--- src/rtl/djb2_ctrl_pkg.sv ---
// Shared types and constants for the djb2 stream controller: FSM states,
// hash core command bit positions, chunk geometry and the djb2 seed value.
package djb2_ctrl_pkg;

  typedef enum logic [2:0] {
    CLEAR   = 3'd0,
    COLLECT = 3'd1,
    ISSUE   = 3'd2,
    CALC    = 3'd3,
    OUT     = 3'd4
  } state_t;

  localparam int CMD_RST    = 3;
  localparam int CMD_EN     = 2;
  localparam int CMD_LEN_HI = 1;
  localparam int CMD_LEN_LO = 0;

  localparam int CHARS_PER_CHUNK = 4;
  localparam int CHAR_W          = 7;
  localparam int DATA_W          = CHARS_PER_CHUNK * CHAR_W;

  localparam logic [31:0] HASH_INIT = 32'd5381;

  function automatic logic [3:0] make_cmd(input logic rst, input logic en, input logic [1:0] len);
    return {rst, en, len};
  endfunction

endpackage

--- src/rtl/djb2_stream_ctrl.sv ---
// Sequencer between a byte stream and the djb2 hash core: packs up to four
// 7-bit chars per chunk, pulses the core enable once per chunk, returns the hash.
module djb2_stream_ctrl
  import djb2_ctrl_pkg::*;
#(
  parameter int STR_CNT_W  = 16,
  parameter bit CHECK_BUSY = 1'b1
) (
  input  logic                 clk,
  input  logic                 rst_n,
  input  logic                 s_valid,
  output logic                 s_ready,
  input  logic [7:0]           s_data,
  input  logic                 s_last,
  output logic                 m_valid,
  input  logic                 m_ready,
  output logic [31:0]          m_hash,
  output logic                 m_err,
  output logic [3:0]           hash_cmd,
  output logic [DATA_W-1:0]    hash_data,
  input  logic [31:0]          hash_hashed,
  input  logic                 hash_busy,
  output logic                 proto_err,
  output logic [STR_CNT_W-1:0] str_cnt
);

  state_t                 state_q, state_d;
  logic [2:0]             cnt_q, cnt_d;
  logic [DATA_W-1:0]      data_q, data_d;
  logic [1:0]             len_q, len_d;
  logic [1:0]             calc_q, calc_d;
  logic                   last_q, last_d;
  logic                   err_q, err_d;
  logic                   proto_err_q, proto_err_d;
  logic [STR_CNT_W-1:0]   str_cnt_q, str_cnt_d;

  always_ff @(posedge clk or negedge rst_n) begin
    if (!rst_n) begin
      state_q     <= CLEAR;
      cnt_q       <= '0;
      data_q      <= '0;
      len_q       <= '0;
      calc_q      <= '0;
      last_q      <= 1'b0;
      err_q       <= 1'b0;
      proto_err_q <= 1'b0;
      str_cnt_q   <= '0;
    end else begin
      state_q     <= state_d;
      cnt_q       <= cnt_d;
      data_q      <= data_d;
      len_q       <= len_d;
      calc_q      <= calc_d;
      last_q      <= last_d;
      err_q       <= err_d;
      proto_err_q <= proto_err_d;
      str_cnt_q   <= str_cnt_d;
    end
  end

  // len and data must stay frozen through CALC because the core re-reads them each cycle
  always_comb begin
    state_d     = state_q;
    cnt_d       = cnt_q;
    data_d      = data_q;
    len_d       = len_q;
    calc_d      = calc_q;
    last_d      = last_q;
    err_d       = err_q;
    proto_err_d = proto_err_q;
    str_cnt_d   = str_cnt_q;
    case (state_q)
      CLEAR: begin
        cnt_d   = '0;
        data_d  = '0;
        len_d   = '0;
        last_d  = 1'b0;
        state_d = COLLECT;
      end
      COLLECT: begin
        if (s_valid) begin
          for (int k = 0; k < CHARS_PER_CHUNK; k++) begin
            if (cnt_q[1:0] == 2'(k)) begin
              data_d[k*CHAR_W +: CHAR_W] = s_data[CHAR_W-1:0];
            end
          end
          cnt_d = cnt_q + 3'd1;
          err_d = err_q | s_data[7];
          if (s_last || (cnt_q == 3'd3)) begin
            len_d   = cnt_q[1:0];
            last_d  = s_last;
            state_d = ISSUE;
          end
        end
      end
      ISSUE: begin
        calc_d  = len_q;
        state_d = CALC;
        if (CHECK_BUSY && hash_busy) begin
          proto_err_d = 1'b1;
        end
      end
      CALC: begin
        if (calc_q == 2'd0) begin
          if (last_q) begin
            state_d = OUT;
          end else begin
            cnt_d   = '0;
            data_d  = '0;
            state_d = COLLECT;
          end
        end else begin
          calc_d = calc_q - 2'd1;
        end
      end
      OUT: begin
        if (m_ready) begin
          str_cnt_d = str_cnt_q + STR_CNT_W'(1);
          err_d     = 1'b0;
          state_d   = CLEAR;
        end
      end
      default: state_d = CLEAR;
    endcase
  end

  always_comb begin
    s_ready  = 1'b0;
    m_valid  = 1'b0;
    m_err    = 1'b0;
    m_hash   = '0;
    hash_cmd = make_cmd(1'b0, 1'b0, len_q);
    case (state_q)
      CLEAR:   hash_cmd = make_cmd(1'b1, 1'b0, 2'd0);
      COLLECT: s_ready  = 1'b1;
      ISSUE:   hash_cmd = make_cmd(1'b0, 1'b1, len_q);
      CALC:    hash_cmd = make_cmd(1'b0, 1'b0, len_q);
      OUT: begin
        m_valid = 1'b1;
        m_hash  = hash_hashed;
        m_err   = err_q;
      end
      default: hash_cmd = make_cmd(1'b1, 1'b0, 2'd0);
    endcase
  end

  assign hash_data = data_q;
  assign proto_err = proto_err_q;
  assign str_cnt   = str_cnt_q;

endmodule
--- config.mk ---
export PLATFORM = sky130hd
export DESIGN_NAME = djb2_stream_ctrl
export DESIGN_NICKNAME = d
export VERILOG_FILES = /design/src/rtl/djb2_ctrl_pkg.sv /design/src/rtl/djb2_stream_ctrl.sv
export SDC_FILE = /design/constraint.sdc
export NUM_CORES = 1
export LEC_CHECK = 0
export CAP_MARGIN = 10
export CORE_MARGIN = 3
export CORE_UTILIZATION = 45
export DETAILED_ROUTE_END_ITERATION = 8
export PLACE_DENSITY = 0.86
export SLEW_MARGIN = 5
export SYNTH_ARGS = -nofsm -noshare
export SYNTH_HDL_FRONTEND = slang
export SYNTH_SLANG_ARGS = --single-unit
--- constraint.sdc ---
create_clock -name clk -period 4.5 [get_ports clk]
set_clock_uncertainty 0.05 [all_clocks]
set_input_delay 1.35 -clock clk [delete_from_list [all_inputs] [get_ports clk]]
set_output_delay 1.35 -clock clk [all_outputs]
set_load 0.01 [all_outputs]
* Yosys cells after proc, flatten, opt, wreduce, memory -nomap -nowiden *
Index checks and enable logic that the tools add are counted.

storage, ports and cells
  flip-flop bits (word level) = 57
  latch bits = 0
  memory bits (writable) = 0
  memory bits (read-only) = 0
  output and inout bits = 84
  word-level logic and storage cells = 88
  memories = 0

operators by class
  add/subtract/negate cells = 3
  $mul = 0
  divide/modulo/power cells = 0
  $lt $le $gt $ge = 0
  equality and inequality tests = 18
  shifts and indexed selects = 0
  muxes and demuxes = 34
  bitwise operators = 1
  reductions and logical operators = 20

operator list
  operator                                                                count
  28-bit 2-to-1 mux                                                       3
  28-bit one-hot mux with 3 select lines                                  1
  32-bit 2-to-1 mux                                                       1
  7-bit 2-to-1 mux                                                        4
  3-bit 2-to-1 mux                                                        8
  2-bit inequality test (second input constant)                           10
  5-bit AND reduction                                                     4
  16-bit by 1-bit adder with 16-bit output (second input constant)        1
  3-bit one-hot mux with 5 select lines                                   1
  3-bit by 2-bit equality test with 1-bit output (second input constant)  3
  3-bit one-hot mux with 3 select lines                                   1
  2-bit one-hot mux with 2 select lines                                   2
  4-bit one-hot mux with 2 select lines                                   1
  4-bit AND reduction                                                     2
  1-bit 2-to-1 mux                                                        7
  2-bit 2-to-1 mux                                                        3
  2-bit AND reduction                                                     3
  3-bit AND reduction                                                     2
  2-bit nonzero test                                                      3
  2-bit equality test (second input constant)                             2
  2-bit logical NOT                                                       2
  1-bit one-hot mux with 2 select lines                                   2
  3-bit by 1-bit adder with 3-bit output (second input constant)          1
  3-bit by 1-bit equality test with 1-bit output (second input constant)  1
  8 further kinds                                                         8

* Depth between registers and ports, before layout *
  depth after elaboration = 5
  gate-level depth with buffers = 6
  gate-level depth less buffers = 6

* Worst setup path after synthesis *
Ideal clock, no wire load.

  path kind = input port to output port
  start = in hash_hashed[0]
  end = out m_hash[0]
  data arrival time = 1.530 ns
  data required time = 3.100 ns
  slack = 1.570 ns
  stages = 1
  buffers on the path = 0
  cells stage by stage = and3_1

between the ends
  word-level cells in the longest chain between the ends = 1

RTL lines
  what               RTL line                 RTL
  start, declared    djb2_stream_ctrl.sv:21   input logic [31:0] hash_hashed,
  32-bit 2-to-1 mux  djb2_stream_ctrl.sv:133  case (state_q)
  end, declared      djb2_stream_ctrl.sv:17   output logic [31:0] m_hash,

No other way between the ends.

* Worst setup path in the final report *
  start = in hash_hashed[7]
  end = out m_hash[7]

Same word-level chain as after synthesis.

==> qor_table.md <==
| Quantity | This run |
| --- | --- |
| Die extent in y | 85.5 um |
| Run status | complete, no violations |
| Slack of the critical path | 0.578 ns |
| Fill cell count | 433 |
| Slew at the pin closest to its max-slew limit | 0.777 ns |
| Worst reg2reg startpoint | cnt_q[1] |
| Period Utilization, post-route | 0.872 |
| Fraction of layout cells with a size suffix above 1 | 0.0799 |
| Slowest stage cell on the critical path | clkdlybuf4s50_1 |
| Number of port buffers | 129 |
| Number of global-route vias before repair | 2586 |
| WHS Path Cells | 1 |
| Number of flops mapped to enable cells by yosys | 0 |
| Count of yosys warnings during synthesis | 0 |
| Unique cell type count in the Yosys netlist | 32 |
| Final critical-path required period | 3.92 ns |
| Synth top area share | 0.502 |
| Count of placed standard cells including taps | 447 |
| Worst hold-check path type | flop to flop |
| Final Hold Viols | 0 |
| Num ports | 130 |
| Standby leakage power | 2.03 nW |
| Iteration-0 DRC Markers | 162 |
| Post-cts repair resize count | 0 |
| Family with the most delay on the worst path | buffers and inverters |
| Detail-routed via count per cell | 5.43 |
| Setup slack, reg-to-reg | 2.51 ns |
| Min-Delay Endpoint | proto_err |
| Clock sink count | 57 |
| Most common cell type on the critical path | clkdlybuf4s50_1 |
| Final routed DRC violation total | 0 |
| Startpoint kind of the worst setup timing path | primary input |
| P&R area growth vs syn | 55.1% |
| Top library cells by usage in the layout, fill and taps aside | clkdlybuf4s50_1 (128), dfrtp_1 (57), and3_1 (36), a22o_1 (28), inv_1 (13) |
| Total number of nets in the final design | 436 |
| Most used flip-flop cell after synthesis | dfrtp_1 |
| Share of async-settable or async-resettable flops after synthesis | 1.00 |
| Count of buffers added by post-CTS timing repair for setup | 0 |
| GRT overflow | 0 |
| Required @ worst endpoint | 3.10 ns |
| Highest clock frequency the design can meet | 255 MHz |
| Number of hold buffers added after CTS | 0 |
| Final design instance area without fill | 4410 um^2 |
| Capture instance of the worst register-to-register path | len_q[1] |
| Clock latency on the worst-skew pair | 0.33 ns |
| Average cell area after synthesis | 11.2 um^2 |
| Signal arrival time at the worst endpoint | 2.52 ns |
| Total iterations of the first detailed-routing run | 4 |
| Post-synth net total | 308 |
| Met3 Resource Use GR | 0.0922 |
| Number of synthesized register bits | 57 |
| Maximum fanout along the worst path | 1 |
| Wire length per cell after detailed routing | 16.5 um |
| Combined buffer and inverter count along the critical path | 2 |
| Routability-driven placement congestion ratio | 0.834 |
| CTS tree | built |
| Largest stage delay on the critical path | 0.54 ns |
| Buffers from clock root to sink, at most | 2 |
| TritonCTS Buffers | 9 |
| CP Class | primary input to output pin |
| Antenna diode instance count | 0 |
| Final WL | 7650 um |
| Total power density per cell area | 511 nW/um^2 |
| Proportion of synthesized chip area in sequential cells | 0.502 |
| Count of vias placed by the detailed router | 2513 |
| Unrepaired setup endpoints after global routing | false |
| First-pass GRT wire length | 12600 um |
| Count of antenna-violating nets left after detailed routing | 0 |
| Pin count of the biggest net entering global routing | 37 |
| Setup tns final | 0 ns |
| Final number of max-transition violations | 0 |
| Leading cell type in the layout, fill and taps excluded | clkdlybuf4s50_1 |
| Cell area after synthesis | 2840 um^2 |
| CTS HTree Levels | 3 |
| Critical Path End Type | output pin |
| Cell-by-cell trace of the critical path | clkdlybuf4s50_1 > and3_1 > clkdlybuf4s50_1 |
| Clock slew seen by the registers of the worst setup and hold paths | 0.06 ns |
| DP HPWL | 5830 um |
| Post-placement setup slack | 0.570 ns |
| GR Util met1 | 0.267 |
| Tightest hold margin | 0.409 ns |
| Die area | 7310 um^2 |
| Fraction of met2 tracks used by global routing | 0.352 |
| Hold Path Origin | proto_err |
| Buffer cell driving the clock tree root | clkbuf_8 |
| Post-route non-filler standard cell count | 463 |
| Cell type with the largest total area after synthesis | dfrtp_1 |
| Max-slew headroom | 0.482 |
| Total routing resource utilization after global routing | 0.221 |
| Starting density of the core | 0.472 |
| Placed Area | 4170 um^2 |
| Depth of the most critical reg-to-reg path | 6 |
| Setup violators final | 0 |
| Max Cap Violations | 0 |
| Horizontal die dimension | 85.5 um |
| Row Count | 28 |
| Max IR drop VDD | 349 uV |
| Largest cells by area after synthesis | dfrtp_1 (50%), a22o_1 (8.6%), and3_1 (7.9%), xnor2_1 (3.7%), ha_1 (3.1%) |
| Core Area | 6030 um^2 |
| Antenna violations before repair | 0 |
| Layer carrying the most global-route usage | met2 |
| Cells after synthesis | 255 |
[routing by layer]
layer	part of all wire	routed length (um)
met1	0.40	3070
met2	0.48	3700
met3	0.096	737
met4	0.019	147
met5	0	0
[per-stage QoR]
stage	total power, mW	utilization
6_report	2.26	0.732
4_1_cts	2.28	0.732
3_3_place_gp	1.64	0.692
5_1_grt	2.39	0.732
2_1_floorplan	1.30	-
3_5_place_dp	1.68	0.692
[registers in the layout (all words and copies together), names as in the netlist]
name,flops
hash_data,28
last_q,1
str_cnt,16
cnt_q,3
err_q,1
calc_q,2
state_q,3
proto_err,1
len_q,2
[worst max path at each step]
stage	startpoint	end	slack, ns	depth (start not counted)
after global placement	hash_hashed[19]	m_hash[19]	0.58	3
after CTS	hash_hashed[19]	m_hash[19]	0.57	3
after detailed placement	hash_hashed[19]	m_hash[19]	0.57	3
after global routing	hash_hashed[19]	m_hash[19]	0.54	3
after floorplan	hash_hashed[0]	m_hash[0]	1.57	1
final	hash_hashed[7]	m_hash[7]	0.58	3
[layout make-up]
type	instances	area, um^2	share of cell area
clock buffer	11	141	0.0320
tap	75	93.8	0.0213
clock inverter	5	103	0.0233
timing repair buffer	132	1310	0.297
inverter	13	48.8	0.0111
sequential	57	1430	0.323
multi-input combinational	170	1290	0.292
[cells in the mapped netlist (3+ instances only)]
library cell	n
buf_2	6
o21ai_0	9
nand2_1	10
nand3_1	11
a22o_1	28
nor3_1	4
nor4_4	3
xnor2_1	12
nor2_1	12
ha_1	7
and3_1	36
and2_1	5
clkbuf_1	7
a21oi_1	5
nand4_1	6
o211ai_4	4
xor2_1	4
dfrtp_1	57
inv_1	13
[logic make-up (layout without fill, tap and decap cells)]
group                      count (synthesis)  count (layout)  share of synthesized area
DFF                                       57              57                      0.502
xor gates and xnor gates                  16              16                     0.0493
AOI/OAI and AO/OA                         53              53                      0.164
muxes                                      2               2                    0.00748
buffers and inverters                     28             161                     0.0449
adders and majority gates                  7               7                     0.0308
and+or+nand+nor                           92              92                      0.202
[where the power goes]
group	total, mW	internal, mW	leakage [nW]	switching (mW)
clock network	0.587	0.382	0.120	0.205
registers	0.758	0.645	0.752	0.113
logic	0.910	0.466	1.16	0.444
No activity file was read; power rests on OpenSTA's default activity.
